==> config.mk <==
export PLATFORM = sky130hd
export DESIGN_NAME = sr_pulse_filter
export DESIGN_NICKNAME = d
export VERILOG_FILES = /design/src/rtl/sr_pulse_filter.sv
export SDC_FILE = /design/constraint.sdc
export NUM_CORES = 1
export LEC_CHECK = 0
export ABC_CLOCK_PERIOD_IN_PS = 4700
export CAP_MARGIN = 20
export CORE_UTILIZATION = 50
export CTS_CLUSTER_DIAMETER = 100
export DETAILED_ROUTE_END_ITERATION = 6
export PLACE_DENSITY = 0.83
export SKIP_LAST_GASP = 1
export SYNTH_ARGS = -nofsm -noshare
export SYNTH_HDL_FRONTEND = slang
export SYNTH_SLANG_ARGS = --single-unit
==> constraint.sdc <==
create_clock -name clk -period 4.7 [get_ports clk]
set_clock_uncertainty 0.1 [all_clocks]
set_input_delay 0.94 -clock clk [delete_from_list [all_inputs] [get_ports clk]]
set_output_delay 0.94 -clock clk [all_outputs]
set_load 0.05 [all_outputs]
==> src/rtl/sr_pulse_filter.sv <==
`default_nettype none
// ============================================================================
//  Module      : sr_pulse_filter
//  Description : Input conditioner for a NOR-based SR latch. Synchronizes raw
//                set/reset requests, rejects pulses shorter than MIN_WIDTH
//                clocks, never drives s=r=1, tracks the expected latch state
//                and counts rejected glitches (saturating).
//                Optional macro SR_SET_PRIORITY_EN makes the CONFLICT state
//                set-dominant (s_out=1, q_shadow set on entry).
//  Revision    : 1.0 - initial release
// ============================================================================
module sr_pulse_filter #(
    parameter int MIN_WIDTH = 4,
    parameter int CNT_W     = 8
) (
    input  logic             clk,
    input  logic             reset,
    input  logic             s_in,
    input  logic             r_in,
    output logic             s_out,
    output logic             r_out,
    output logic             conflict,
    output logic             q_shadow,
    output logic [CNT_W-1:0] glitch_count
);

    // Filter counter must be able to hold MIN_WIDTH-1.
    localparam int             CW       = $clog2(MIN_WIDTH) + 1;
    localparam logic [CW-1:0]  CNT_LAST = CW'(MIN_WIDTH - 1);
    localparam logic [CNT_W:0] GLT_MAX  = {1'b0, {CNT_W{1'b1}}};

    typedef enum logic [1:0] {
        ST_IDLE     = 2'b00,
        ST_SET      = 2'b01,
        ST_RESET    = 2'b10,
        ST_CONFLICT = 2'b11
    } state_t;

    // Channel index 1 = set, 0 = reset, so {s,r} concatenations line up.
    logic [1:0]    w_raw;
    logic [1:0]    meta_q;
    logic [1:0]    sync_q;
    logic [1:0]    filt_q;
    logic [1:0]    w_reject;
    logic [CW-1:0] cnt_q [2];

    logic [CNT_W-1:0] glitch_q;
    logic [CNT_W-1:0] glitch_d;
    logic [CNT_W:0]   w_glitch_sum;

    state_t state_q;
    state_t state_d;
    logic   s_out_q;
    logic   r_out_q;
    logic   conflict_q;
    logic   q_shadow_q;

    assign w_raw = {s_in, r_in};

    generate
        for (genvar c = 0; c < 2; c++) begin : g_chan
            // Two-flop synchronizer for the raw request of this channel.
            always_ff @(posedge clk or posedge reset) begin
                if (reset) begin
                    meta_q[c] <= 1'b0;
                    sync_q[c] <= 1'b0;
                end else begin
                    meta_q[c] <= w_raw[c];
                    sync_q[c] <= meta_q[c];
                end
            end

            // Accept a new level only after MIN_WIDTH consecutive differing edges.
            always_ff @(posedge clk or posedge reset) begin
                if (reset) begin
                    filt_q[c] <= 1'b0;
                    cnt_q[c]  <= '0;
                end else if (sync_q[c] == filt_q[c]) begin
                    cnt_q[c]  <= '0;
                end else if (cnt_q[c] == CNT_LAST) begin
                    filt_q[c] <= sync_q[c];
                    cnt_q[c]  <= '0;
                end else begin
                    cnt_q[c]  <= cnt_q[c] + CW'(1);
                end
            end

            // A pulse that collapsed back before acceptance is a glitch.
            assign w_reject[c] = (sync_q[c] == filt_q[c]) && (cnt_q[c] != '0);
        end
    endgenerate

    // Add 0, 1 or 2 rejections this cycle, clamped at the all-ones value.
    always_comb begin
        w_glitch_sum = {1'b0, glitch_q}
                     + (CNT_W + 1)'(w_reject[0])
                     + (CNT_W + 1)'(w_reject[1]);
        glitch_d     = glitch_q;
        if (w_glitch_sum > GLT_MAX) begin
            glitch_d = GLT_MAX[CNT_W-1:0];
        end else begin
            glitch_d = w_glitch_sum[CNT_W-1:0];
        end
    end

    // Saturating glitch counter.
    always_ff @(posedge clk or posedge reset) begin
        if (reset) begin
            glitch_q <= '0;
        end else begin
            glitch_q <= glitch_d;
        end
    end

    // Next state follows the filtered pair directly; any-to-any in one edge.
    always_comb begin
        state_d = ST_IDLE;
        case (filt_q)
            2'b00:   state_d = ST_IDLE;
            2'b10:   state_d = ST_SET;
            2'b01:   state_d = ST_RESET;
            default: state_d = ST_CONFLICT;
        endcase
    end

    // Moore FSM with registered outputs and shadow latch state.
    always_ff @(posedge clk or posedge reset) begin
        if (reset) begin
            state_q    <= ST_IDLE;
            s_out_q    <= 1'b0;
            r_out_q    <= 1'b0;
            conflict_q <= 1'b0;
            q_shadow_q <= 1'b0;
        end else begin
            state_q    <= state_d;
            s_out_q    <= 1'b0;
            r_out_q    <= 1'b0;
            conflict_q <= 1'b0;
            case (state_d)
                ST_SET: begin
                    s_out_q <= 1'b1;
                    if (state_q != ST_SET) begin
                        q_shadow_q <= 1'b1;
                    end
                end
                ST_RESET: begin
                    r_out_q <= 1'b1;
                    if (state_q != ST_RESET) begin
                        q_shadow_q <= 1'b0;
                    end
                end
                ST_CONFLICT: begin
                    conflict_q <= 1'b1;
`ifdef SR_SET_PRIORITY_EN
                    s_out_q    <= 1'b1;
                    if (state_q != ST_CONFLICT) begin
                        q_shadow_q <= 1'b1;
                    end
`else
                    // Latch inputs both released; latch holds its value.
`endif
                end
                default: begin
                    // IDLE: outputs low, shadow holds.
                end
            endcase
        end
    end

    assign s_out        = s_out_q;
    assign r_out        = r_out_q;
    assign conflict     = conflict_q;
    assign q_shadow     = q_shadow_q;
    assign glitch_count = glitch_q;

endmodule
`default_nettype wire

**Yosys cells after proc, flatten, opt, wreduce, memory -nomap -nowiden**

Cells that the tools add are included.

- Flip-flop bits (word level): 26
- Input port bits: 4
- Output and inout bits: 12
- Logic and storage cells: 55

- Add/subtract/negate cells: 4
- $lt $le $gt $ge: 1
- Eq/ne operators: 13
- Multiplexer cells: 12
- Bitwise operators: 2
- Reductions and logical operators: 9

Operator list:

| kind | number |
|---|---|
| $mux 3 | 4 |
| $add 8x1->9 | 1 |
| $add 9x1->9 | 1 |
| $gt 9x8->1 const B | 1 |
| $mux 8 | 1 |
| $add 3x1->3 const B | 2 |
| $eq 2x2->1 const B | 3 |
| $eq 3x2->1 const B | 2 |
| $ne 2x2->1 const B | 3 |
| $pmux 2 s3 | 1 |
| $reduce_bool 3->1 | 2 |
| $mux 1 | 5 |
| $eq 2x1->1 const B | 2 |
| $reduce_and 2->1 | 2 |
| $reduce_and 3->1 | 1 |
| $eq 1x1->1 | 2 |
| $logic_and 1x1->1 | 2 |
| $logic_not 2->1 | 1 |
| $ne 2x1->1 const B | 1 |
| $not 1->1 | 2 |
| $pmux 1 s2 | 1 |
| $reduce_bool 2->1 | 1 |

**Logic depth before layout (Yosys ltp)**

Gate-level depths: netlist (run 1).

- Depth after elaboration: 6
- Mapped depth: 10
- Depth with buffers taken out: 10

**Least setup slack after synthesis (run 1)**

OpenSTA, ideal clock, no wires.

- Path kind: reg2reg
- Start point: reg filt_q[1]
- End point: reg glitch_q[7] (netlist: glitch_count[7])
- Library setup time: 0.125 ns
- Arrival time: 1.992 ns
- Slack: 2.483 ns
- Stages on the path, launching flop included: 7
- Clock period less this slack: 2.217 ns
- Cells stage by stage: dfrtp_1 -> xnor2_1 -> o21ai_0 -> fa_1 -> and4b_4 -> nand4_2 -> mux2_4

- Word-level cells in the longest chain between the ends: 5

RTL lines:

| element | RTL line | RTL |
|---|---|---|
| start: declaration | 43 | `logic [1:0] filt_q;` |
| start signal: indexed assignment | 81 | `filt_q[c] <= sync_q[c];` |
| $eq 1x1->1 (*) | 89 | `assign w_reject[c] = (sync_q[c] == filt_q[c]) && (cnt_q[c] != '0);` |
| $logic_and 1x1->1 (*) | 89 |  |
| $add 9x1->9 (*) | 97 | `+ (CNT_W + 1)'(w_reject[1]);` |
| $gt 9x8->1 | 99 | `if (w_glitch_sum > GLT_MAX) begin` |
| $mux 8 (*) | 99 |  |
| named net glitch_d[7] | 48 | `logic [CNT_W-1:0] glitch_d;` |
| end signal: assignment | 111 | `glitch_q <= glitch_d;` |
| end: declaration | 47 | `logic [CNT_W-1:0] glitch_q;` |

The timed path passes the listed nets; every way through them passes the cells marked *.
A chain may end at the register's enable or synchronous reset.

**Worst setup path after layout (run 1)**

- Start point: reg glitch_q[4] (netlist: glitch_count[4])
- End point: out glitch_count[4]

RTL lines:

| element | RTL line | RTL |
|---|---|---|
| end: declaration | 24 | `output logic [CNT_W-1:0] glitch_count` |

No word-level cell between the ends.

==> results.txt, run 1 <==
Setup-failing EPs final: 0
Finished Layout Cells: 137
Hold WC Path Type: reg -> reg
RSZ-0062 raised after global routing: false
clock network fraction of total power: 14.4%
total wire length: 1790 um
relative slew slack: 38.3%
post_cts resized: 0
status: complete, no violations
I/O pin cnt: 16
clock tree sinks: 26
CP Cell Sequence: clkdlybuf4s50_1
R2R Setup Slk: 2.29 ns
max_cap viols: 0
P&R area growth vs syn: 21.1%
Largest stage delay, worst path: 0.85 ns
Clock Tree Root: clkbuf_4
Final Hold Vio Count: 0
antenna violation net count after detailed routing: 0
clk_lat worst skew: 0.32 ns
placed instance count: 133
Synth async-reset ratio: 100%
largest net degree at the start of global routing: 27
total number of vias: 722
# diodes: 0
worst-path maximum fanout: 8
Sequential Power Share: 37.0%
CTS tree: done
period utilisation layout: 57.4%
WP buf/inv: 1
Sum Neg Setup Slack: 0 ns
initial antenna violation count: 0
DR iter-0 viols: 2
Setup CP Type: reg -> out
DR pass1 iterations: 2
Synth area leader: dfrtp_1
final HPWL from detailed placement: 1360 um
number of global-route vias before repair: 725
die outline width: 49.3 um
Post-synth EDFFs: 0
arrival time of the worst setup path: 1.66 ns
row cnt: 16
switching share of power: 43.0%
cell leakage power: 0.664 nW
GRT Overall Usage: 17.7%
switching power: 445 uW
commonest non-fill, non-tap cell in the layout: dfrtp_1
Setup Buffers After CTS: 0
placer congestion estimate: 0.792
register area: 651 um2
grt ovf: 0
PD cells: 765 nW/um2
first-pass GRT wire length: 3070 um
fin nets: 124
clk buf depth: 2
Crit. End Element: primary output
prevailing post-synth register cell: dfrtp_1
slowest CP cell: clkdlybuf4s50_1
Post-Synthesis Cells: 91
worst-margin pin slew: 0.925 ns
mean post-synth cell area: 12.3 um2
DRC viols: 0
Worst VDD drop: 0.607 mV
cell family contributing the most delay on the critical path: buffers and inverters
Yosys Warn Count: 0
Initial Util: 54.8%
Syn Nets: 104
synthesized area: 1120 um2
proportion of layout cells with a drive suffix above 1: 10.0%
total CTS buffers: 3
top cell type's share of synthesized area: 58.2%
die area: 2430 um2
filler instances: 164
sequential share of the synthesized area: 58.2%
fin. max-slew vios: 0
Yosys cell types: 25
Seq cells post-synth: 26
core area: 2040 um2
Peak Freq: 371 MHz
CP required: 3.66 ns
number of H-tree levels: 1
IO Port Bufs: 15
clock-pin slew on the worst setup and hold paths: 0.14 ns
Die Y: 49.3 um
most area-consuming cells after synthesis: dfrtp_1, ha_1, inv_1
# hold bufs at CTS: 0
most frequent cells in the layout: dfrtp_1, clkdlybuf4s50_1, inv_1, ha_1, nor2b_1
Tmin final: 2.70 ns
area of the multi-input gates: 419 um2
Power Internal: 591 uW
WL/cell: 13.1 um
Comb power frac: 48.6%
Setup crit start kind: flop
DR vias/cell: 5.27
==> cell type report <==
type | instances | area share [%]
Tap cell | 27 | 2.49
Timing Repair Buffer | 15 | 11.1
Clock inverter | 1 | 2.22
Sequential cell | 26 | 48.0
Multi-Input combinational cell | 52 | 30.9
Clock buffer | 3 | 1.66
Inverter | 13 | 3.60
==> worst paths after layout <==
| check | start | to | depth (start not counted) |
|---|---|---|---|
| worst min-delay path | meta_q[1] | sync_q[1] | 0 |
| worst max register to register | filt_q[0] | glitch_count[5] | 8 |
| max in group asynchronous | reset | cnt_q[4] | 2 |
| worst max-delay path | glitch_count[4] | glitch_count[4] | 1 |
| worst min register to register | meta_q[1] | sync_q[1] | 0 |
| min in group asynchronous | reset | sync_q[1] | 2 |
==> cell usage after synthesis (3+ instances only) <==
master,number
ha_1,8
nor2b_1,5
and3_1,3
inv_1,13
nor3_1,3
nand2_1,3
o21ai_0,4
xnor2_1,3
dfrtp_1,26
==> per-layer routing <==
| layer | global-route usage (%) | vias to the layer above | wire, um |
|---|---|---|---|
| met4 | 10.3 | 0 | 37 |
| met3 | 2.80 | 4 | 40 |
| met1 | 19.8 | 360 | 800 |
| met2 | 31.5 | 12 | 915 |
| met5 | 0 | - | 0 |
| li1 | - | 346 | - |
==> stage by stage <==
| stage | total power [mW] | hold WS (ns) | instance area [um2] | worst slack (ns) | util (%) |
|---|---|---|---|---|---|
| after floorplan | 0.732 | 0.231 | 1120 | 2.48 | - |
| after global placement | 0.864 | 0.234 | 1300 | 2.38 | 63.8 |
| after detailed placement | 0.893 | 0.247 | 1300 | 2.30 | 63.8 |
| after CTS | 1.05 | 0.279 | 1360 | 1.99 | 66.4 |
| after global routing | 1.11 | 0.288 | 1360 | 1.94 | 66.4 |
| final | 1.04 | 0.273 | 1360 | 2.00 | 66.4 |
==> power groups by stage <==
stage | registers, mW | logic (mW) | clock network, mW
final | 0.383 | 0.504 | 0.149
after global placement | 0.378 | 0.485 | 0
after floorplan | 0.532 | 0.200 | 0
after detailed placement | 0.387 | 0.507 | 0
after CTS | 0.383 | 0.509 | 0.154
after global routing | 0.394 | 0.546 | 0.167
==> flip-flops by register name, indices dropped and copies added (netlist names) <==
| register | flops |
|---|---|
| r_out | 1 |
| filt_q | 2 |
| cnt_q | 6 |
| sync_q | 2 |
| s_out | 1 |
| conflict | 1 |
| state_q | 2 |
| meta_q | 2 |
| q_shadow | 1 |
| glitch_count | 8 |
==> logic make-up after synthesis <==
family	share of synthesized area (%)
adders and majority gates	10.7
xor gates and xnor gates	2.35
and+or+nand+nor	13.6
buffers and inverters	4.36
DFF	58.2
muxes	3.36
AOI/OAI and AO/OA	7.38
Note: power is estimated with default switching activity, not from simulation.
==> run 2, diff against run 1 <==
--- a/config.mk
+++ b/config.mk
@@ -5,12 +5,12 @@
 export SDC_FILE = /design/constraint.sdc
 export NUM_CORES = 1
 export LEC_CHECK = 0
-export ABC_CLOCK_PERIOD_IN_PS = 4700
+export ABC_CLOCK_PERIOD_IN_PS = 2300
 export CAP_MARGIN = 20
-export CORE_UTILIZATION = 50
+export CORE_UTILIZATION = 47
 export CTS_CLUSTER_DIAMETER = 100
 export DETAILED_ROUTE_END_ITERATION = 6
-export PLACE_DENSITY = 0.83
+export PLACE_DENSITY = 0.82
 export SKIP_LAST_GASP = 1
 export SYNTH_ARGS = -nofsm -noshare
 export SYNTH_HDL_FRONTEND = slang
==> constraint.sdc (replaced) <==
create_clock -name clk -period 2.3 [get_ports clk]
set_clock_uncertainty 0.1 [all_clocks]
set_input_delay 0.46 -clock clk [delete_from_list [all_inputs] [get_ports clk]]
set_output_delay 0.46 -clock clk [all_outputs]
set_load 0.05 [all_outputs]
==> run 2 against run 1 <==
Effect of this change: setup slack got worse by 2.0 ns; highest routed layer unchanged; register-to-register slack got worse by 2.2 ns; utilization decreased by 2.9 points; worst hold slack got worse by 0.0016 ns; critical path depth unchanged; final area increased by 4.6%; critical endpoint unchanged.
==> results.txt, run 2 (same netlist as run 1, synthesis figures left out) <==
total number of vias: 758 (+5.0%)
DR pass1 iterations: 4 (+2)
CP Cell Sequence: clkdlybuf4s50_1
Die Y: 50.8 um (+3.0%)
Peak Freq: 443 MHz
die area: 2580 um2 (+6.1%)
clk buf depth: 2 (unchanged)
Tmin final: 2.26 ns
Initial Util: 50.1% (-4.7 points)
DP Area: 1330 um2 (+2.4%)
clock-pin slew on the worst setup and hold paths: 0.15 ns (about the same)
DR iter-0 viols: 8 (+6)
clock tree sinks: 26 (unchanged)
DP Worst Slack: 0.0578 ns (-2.24 ns)
Clock Tree Root: clkbuf_4
setup slack after layout: 0.0414 ns (-1.96 ns)
clk_lat worst skew: 0.32 ns (about the same)
post-route cell area: 1420 um2 (+4.6%)
Setup CP Type: reg -> out
# diodes: 0 (unchanged)
P&R area growth vs syn: 26.7%
Worst VDD drop: 1.28 mV (+110%)
Total Power: 2.23 mW (+120%)
Final Hold Vio Count: 0 (unchanged)
number of global-route vias before repair: 794 (+9.5%)
relative slew slack: 65.3% (+27 points)
worst hold margin: 0.271 ns (-0.00161 ns)
Finished Layout Cells: 144 (+5.1%)
Crit. End Element: primary output
most frequent cells in the layout: dfrtp_1, clkdlybuf4s50_1, inv_1, ha_1, buf_4
worst-margin pin slew: 0.519 ns (-0.406 ns)
IO Port Bufs: 15 (unchanged)
cell leakage power: 0.688 nW (+3.7%)
CTS tree: done
number of H-tree levels: 1 (unchanged)
arrival time of the worst setup path: 1.70 ns (+0.04 ns)
proportion of layout cells with a drive suffix above 1: 19.0% (+9.0 points)
I/O pin cnt: 16 (unchanged)
placed instance count: 138 (+3.8%)
first-pass GRT wire length: 3420 um (+11%)
largest net degree at the start of global routing: 27 (unchanged)
DRC viols: 0 (unchanged)
Largest stage delay, worst path: 0.87 ns (+0.02 ns)
Sum Neg Setup Slack: 0 ns (unchanged)
RSZ-0062 raised after global routing: false
total wire length: 2040 um (+14%)
initial antenna violation count: 0 (unchanged)
grt ovf: 0 (unchanged)
slowest CP cell: clkdlybuf4s50_1
Finished Core Util: 63.5% (-2.9 points)
fin. max-slew vios: 0 (unchanged)
core area: 2230 um2 (+9.4%)
die outline width: 50.8 um (+3.0%)
max_cap viols: 0 (unchanged)
final HPWL from detailed placement: 1440 um (+5.4%)
placer congestion estimate: 0.769 (-2.9%)
WL/cell: 14.2 um (+8.1%)
worst-path maximum fanout: 8 (unchanged)
cell family contributing the most delay on the critical path: buffers and inverters
period utilisation layout: 98.2%
Setup-failing EPs final: 0 (unchanged)
row cnt: 17 (+1)
DR vias/cell: 5.26 (-0.12%)
GRT Overall Usage: 18.3% (+0.54 points)
commonest non-fill, non-tap cell in the layout: dfrtp_1
CP required: 1.74 ns (-1.92 ns)
Setup crit start kind: flop
WP buf/inv: 1 (unchanged)
fin nets: 130 (+4.8%)
antenna violation net count after detailed routing: 0 (unchanged)
max FFs per register: 8 (unchanged)
Hold WC Path Type: reg -> reg
total CTS buffers: 3 (unchanged)
status: complete, no violations
PD cells: 1570 nW/um2 (+110%)
[run 2: repair_timing]
| action | 4_1_cts | 5_1_grt |
|---|---|---|
| setup buffers | 0 | 2 |
| resized for setup | 0 | 7 |
| endpoints found under the setup margin | 0 | 8 |
| hold buffers | 0 | 0 |
[run 2: path summary, 6_finish.rpt]
path                                      start               to  slack [ns]  cells after the start
worst max-delay path            glitch_count[4]  glitch_count[4]        0.04                      1
worst min-delay path                  meta_q[0]        sync_q[0]        0.27                      0
worst max register to register        filt_q[1]  glitch_count[6]        0.10                      8
worst min register to register        meta_q[0]        sync_q[0]        0.27                      0
max in group asynchronous                 reset        filt_q[1]        1.45                      3
min in group asynchronous                 reset        meta_q[1]        0.38                      3
[run 2: per-layer routing]
layer	global-route usage (%)	up-vias	wire length [um]
met3	3.94	8	64
met2	31.6	18	1080
met1	21.6	378	852
met4	8.33	0	44
li1	-	354	-
met5	0	-	0
[run 2: report_power, final]
| group | switching (mW) | leakage [nW] | total [mW] | internal (mW) |
|---|---|---|---|---|
| Clock | 0.134 | 0.0279 | 0.310 | 0.176 |
| Sequential | 0.157 | 0.322 | 0.781 | 0.624 |
| Combinational | 0.664 | 0.339 | 1.14 | 0.472 |
| Total | 0.955 | 0.688 | 2.23 | 1.27 |
[run 2: cell type report]
cell class | instances | area, um2
fillers | 184 | 816
flip-flops and latches | 26 | 652
multi-input cells | 52 | 434
repair buffers | 21 | 195
inverters | 13 | 48.8
well taps | 28 | 35.0
clock inverters | 1 | 30.0
clock buffers | 3 | 22.5
==> run 3, diff against run 2 <==
--- a/config.mk
+++ b/config.mk
@@ -10,6 +10,7 @@
 export CORE_UTILIZATION = 47
 export CTS_CLUSTER_DIAMETER = 100
 export DETAILED_ROUTE_END_ITERATION = 6
+export GPL_TIMING_DRIVEN = 0
 export PLACE_DENSITY = 0.82
 export SKIP_LAST_GASP = 1
 export SYNTH_ARGS = -nofsm -noshare
==> run 3 against run 2 <==
Effect of this change: utilization increased by 1.4 points; largest power group unchanged; register-to-register slack worse by 0.03 ns; non-clock buffer count is 2 lower; via count down 0.79%; power decreased by 0.45%; global-route usage decreased by 0.94 points; flip-flop and latch count unchanged; combinational power barely moved.
==> results.txt, run 3 (same netlist as run 1, synthesis figures left out) <==
die area: 2580 um2 (unchanged)
P&R area growth vs syn: 29.5%
Crit. End Element: flop
core area: 2230 um2 (unchanged)
number of global-route vias before repair: 721 (-9.2%)
switching power: 944 uW (-1.2%)
slowest CP cell: dfrtp_1
final HPWL from detailed placement: 1250 um (-13%)
Power Internal: 1.27 mW (+0.13%)
post-route cell area: 1450 um2 (+2.2%)
Worst VDD drop: 1.24 mV (-2.9%)
most frequent cells in the layout: dfrtp_1, clkdlybuf4s50_1, inv_1, ha_1, nor2b_1
die outline width: 50.8 um (unchanged)
worst-margin pin slew: 0.507 ns (-0.0123 ns)
r2r startpoint: sync_q[0]
number of H-tree levels: 1 (unchanged)
DR vias/cell: 5.30 (+0.61%)
commonest non-fill, non-tap cell in the layout: dfrtp_1
cell leakage power: 0.708 nW (+2.8%)
initial antenna violation count: 0 (unchanged)
period utilisation layout: 97.1% (-1.1 points)
total CTS buffers: 3 (unchanged)
first-pass GRT wire length: 3220 um (-5.7%)
proportion of layout cells with a drive suffix above 1: 18.4% (-0.54 points)
max_cap viols: 0 (unchanged)
Sum Neg Setup Slack: 0 ns (unchanged)
Hold WC Path Type: in -> async
IO Port Bufs: 15 (unchanged)
DP Area: 1300 um2 (-2.3%)
R2R Setup Slk: 0.07 ns (-0.03 ns)
row cnt: 17 (unchanged)
Final Hold Vio Count: 0 (unchanged)
worst-path maximum fanout: 4 (-4)
CTS tree: done
WL/cell: 13.3 um (-6.3%)
cell family contributing the most delay on the critical path: simple AND/OR/NAND/NOR gates
switching share of power: 42.6% (-0.33 points)
CP Cell Sequence: xnor2_4 > o21ai_1 > fa_1 > and4b_4 > nand4_2 > mux2_4
Initial Util: 50.1% (unchanged)
WP buf/inv: 0 (-1)
relative slew slack: 66.2% (+0.87 points)
placer congestion estimate: 0.732 (-4.8%)
total number of vias: 752 (-0.79%)
Die Y: 50.8 um (unchanged)
arrival time of the worst setup path: 2.36 ns (+0.66 ns)
clk_lat worst skew: 0.32 ns (about the same)
Setup crit start kind: flop
total wire length: 1880 um (-7.6%)
fin nets: 128 (-1.5%)
# hold bufs at CTS: 0 (unchanged)
Setup CP Type: reg -> reg
largest net degree at the start of global routing: 27 (unchanged)
Largest stage delay, worst path: 0.46 ns (-0.41 ns)
reg-to-reg endpoint: glitch_count[7]
DR pass1 iterations: 4 (unchanged)
antenna violation net count after detailed routing: 0 (unchanged)
I/O pin cnt: 16 (unchanged)
DRC viols: 0 (unchanged)
# diodes: 0 (unchanged)
Peak Freq: 448 MHz (+1.2%)
worst hold margin: 0.202 ns (-0.0692 ns)
clock tree sinks: 26 (unchanged)
GRT Overall Usage: 17.3% (-0.94 points)
grt ovf: 0 (unchanged)
max FFs per register: 8 (unchanged)
PD cells: 1530 nW/um2 (-2.6%)
DR iter-0 viols: 10 (+2)
status: complete, no violations
clk buf depth: 2 (unchanged)
Clock Tree Root: clkbuf_4
Sequential Power Share: 35.6% (+0.5 points)
fin. max-slew vios: 0 (unchanged)
Setup-failing EPs final: 0 (unchanged)
clock-pin slew on the worst setup and hold paths: 0.14 ns (about the same)
clock network fraction of total power: 14.1% (+0.2 points)
worst r2r path cells: 6 (-2)
Tmin final: 2.23 ns (-0.0263 ns)
CP required: 2.43 ns (+0.69 ns)
Comb power frac: 50.3% (-0.7 points)
-- run 3: cell count changes in the layout (fill, tap and decap cells not counted), sizes merged --
cell | previous run | this run
dlymetal6s2s | 0 | 1
buf | 6 | 4
clkdlybuf4s50 | 15 | 14
-- run 3: layer usage --
layer | share of wire [%] | wire (um) | global-route usage, %
met1 | 43 | 816 | 21.8
met3 | 3.4 | 64 | 3.64
met2 | 52 | 975 | 28.9
met5 | 0 | 0 | 0
met4 | 1.3 | 25 | 6.94
-- run 3: worst register-to-register path, cell delays in order, from the launching register on --
cell	delay [ns]
dfrtp_1	0.46
xnor2_4	0.21
o21ai_1	0.13
fa_1	0.41
and4b_4	0.37
nand4_2	0.14
mux2_4	0.32
-- run 3: stage by stage --
step	total power, mW	std cells	setup WS (ns)	util [%]
detailed placement	1.81	134	-0.0874	58.4
global placement	1.76	134	-0.0316	58.4
finish	2.22	142	0.0677	64.9
CTS	2.17	139	0.00388	61.8
floorplan	1.50	91	0.0828	-
global route	2.37	142	-0.0267	64.9
-- run 3: power groups by stage --
stage | sequential (mW) | combinational, mW | clock [mW]
2_1_floorplan | 1.09 | 0.409 | 0
3_3_place_gp | 0.772 | 0.986 | 0
3_5_place_dp | 0.787 | 1.03 | 0
4_1_cts | 0.781 | 1.07 | 0.321
5_1_grt | 0.813 | 1.22 | 0.335
6_report | 0.791 | 1.11 | 0.313
-- run 3: worst max path at each step --
stage | from | slack (ns) | cells after the start | end
3_3_place_gp | filt_q[1] | -0.03 | 6 | glitch_count[7]
6_report | sync_q[0] | 0.07 | 6 | glitch_count[7]
2_1_floorplan | filt_q[1] | 0.08 | 6 | glitch_count[7]
3_5_place_dp | filt_q[1] | -0.09 | 8 | glitch_count[5]
5_1_grt | filt_q[1] | -0.03 | 6 | glitch_count[7]
4_1_cts | sync_q[1] | 0.004 | 6 | glitch_count[7]
-- run 3: timing repair --
| item | in CTS | in global routing |
|---|---|---|
| buffers inserted | 1 | 2 |
| gates resized for setup | 3 | 7 |
| pin swaps | 0 | 1 |
| setup endpoints to repair | 7 | 9 |
-- run 3: final cells by class --
| cell class | count | area, um2 |
|---|---|---|
| multi-input cells | 52 | 458 |
| flip-flops and latches | 26 | 652 |
| clock inverters | 1 | 30.0 |
| well taps | 28 | 35.0 |
| repair buffers | 19 | 203 |
| clock buffers | 3 | 22.5 |
| fillers | 182 | 785 |
| inverters | 13 | 48.8 |
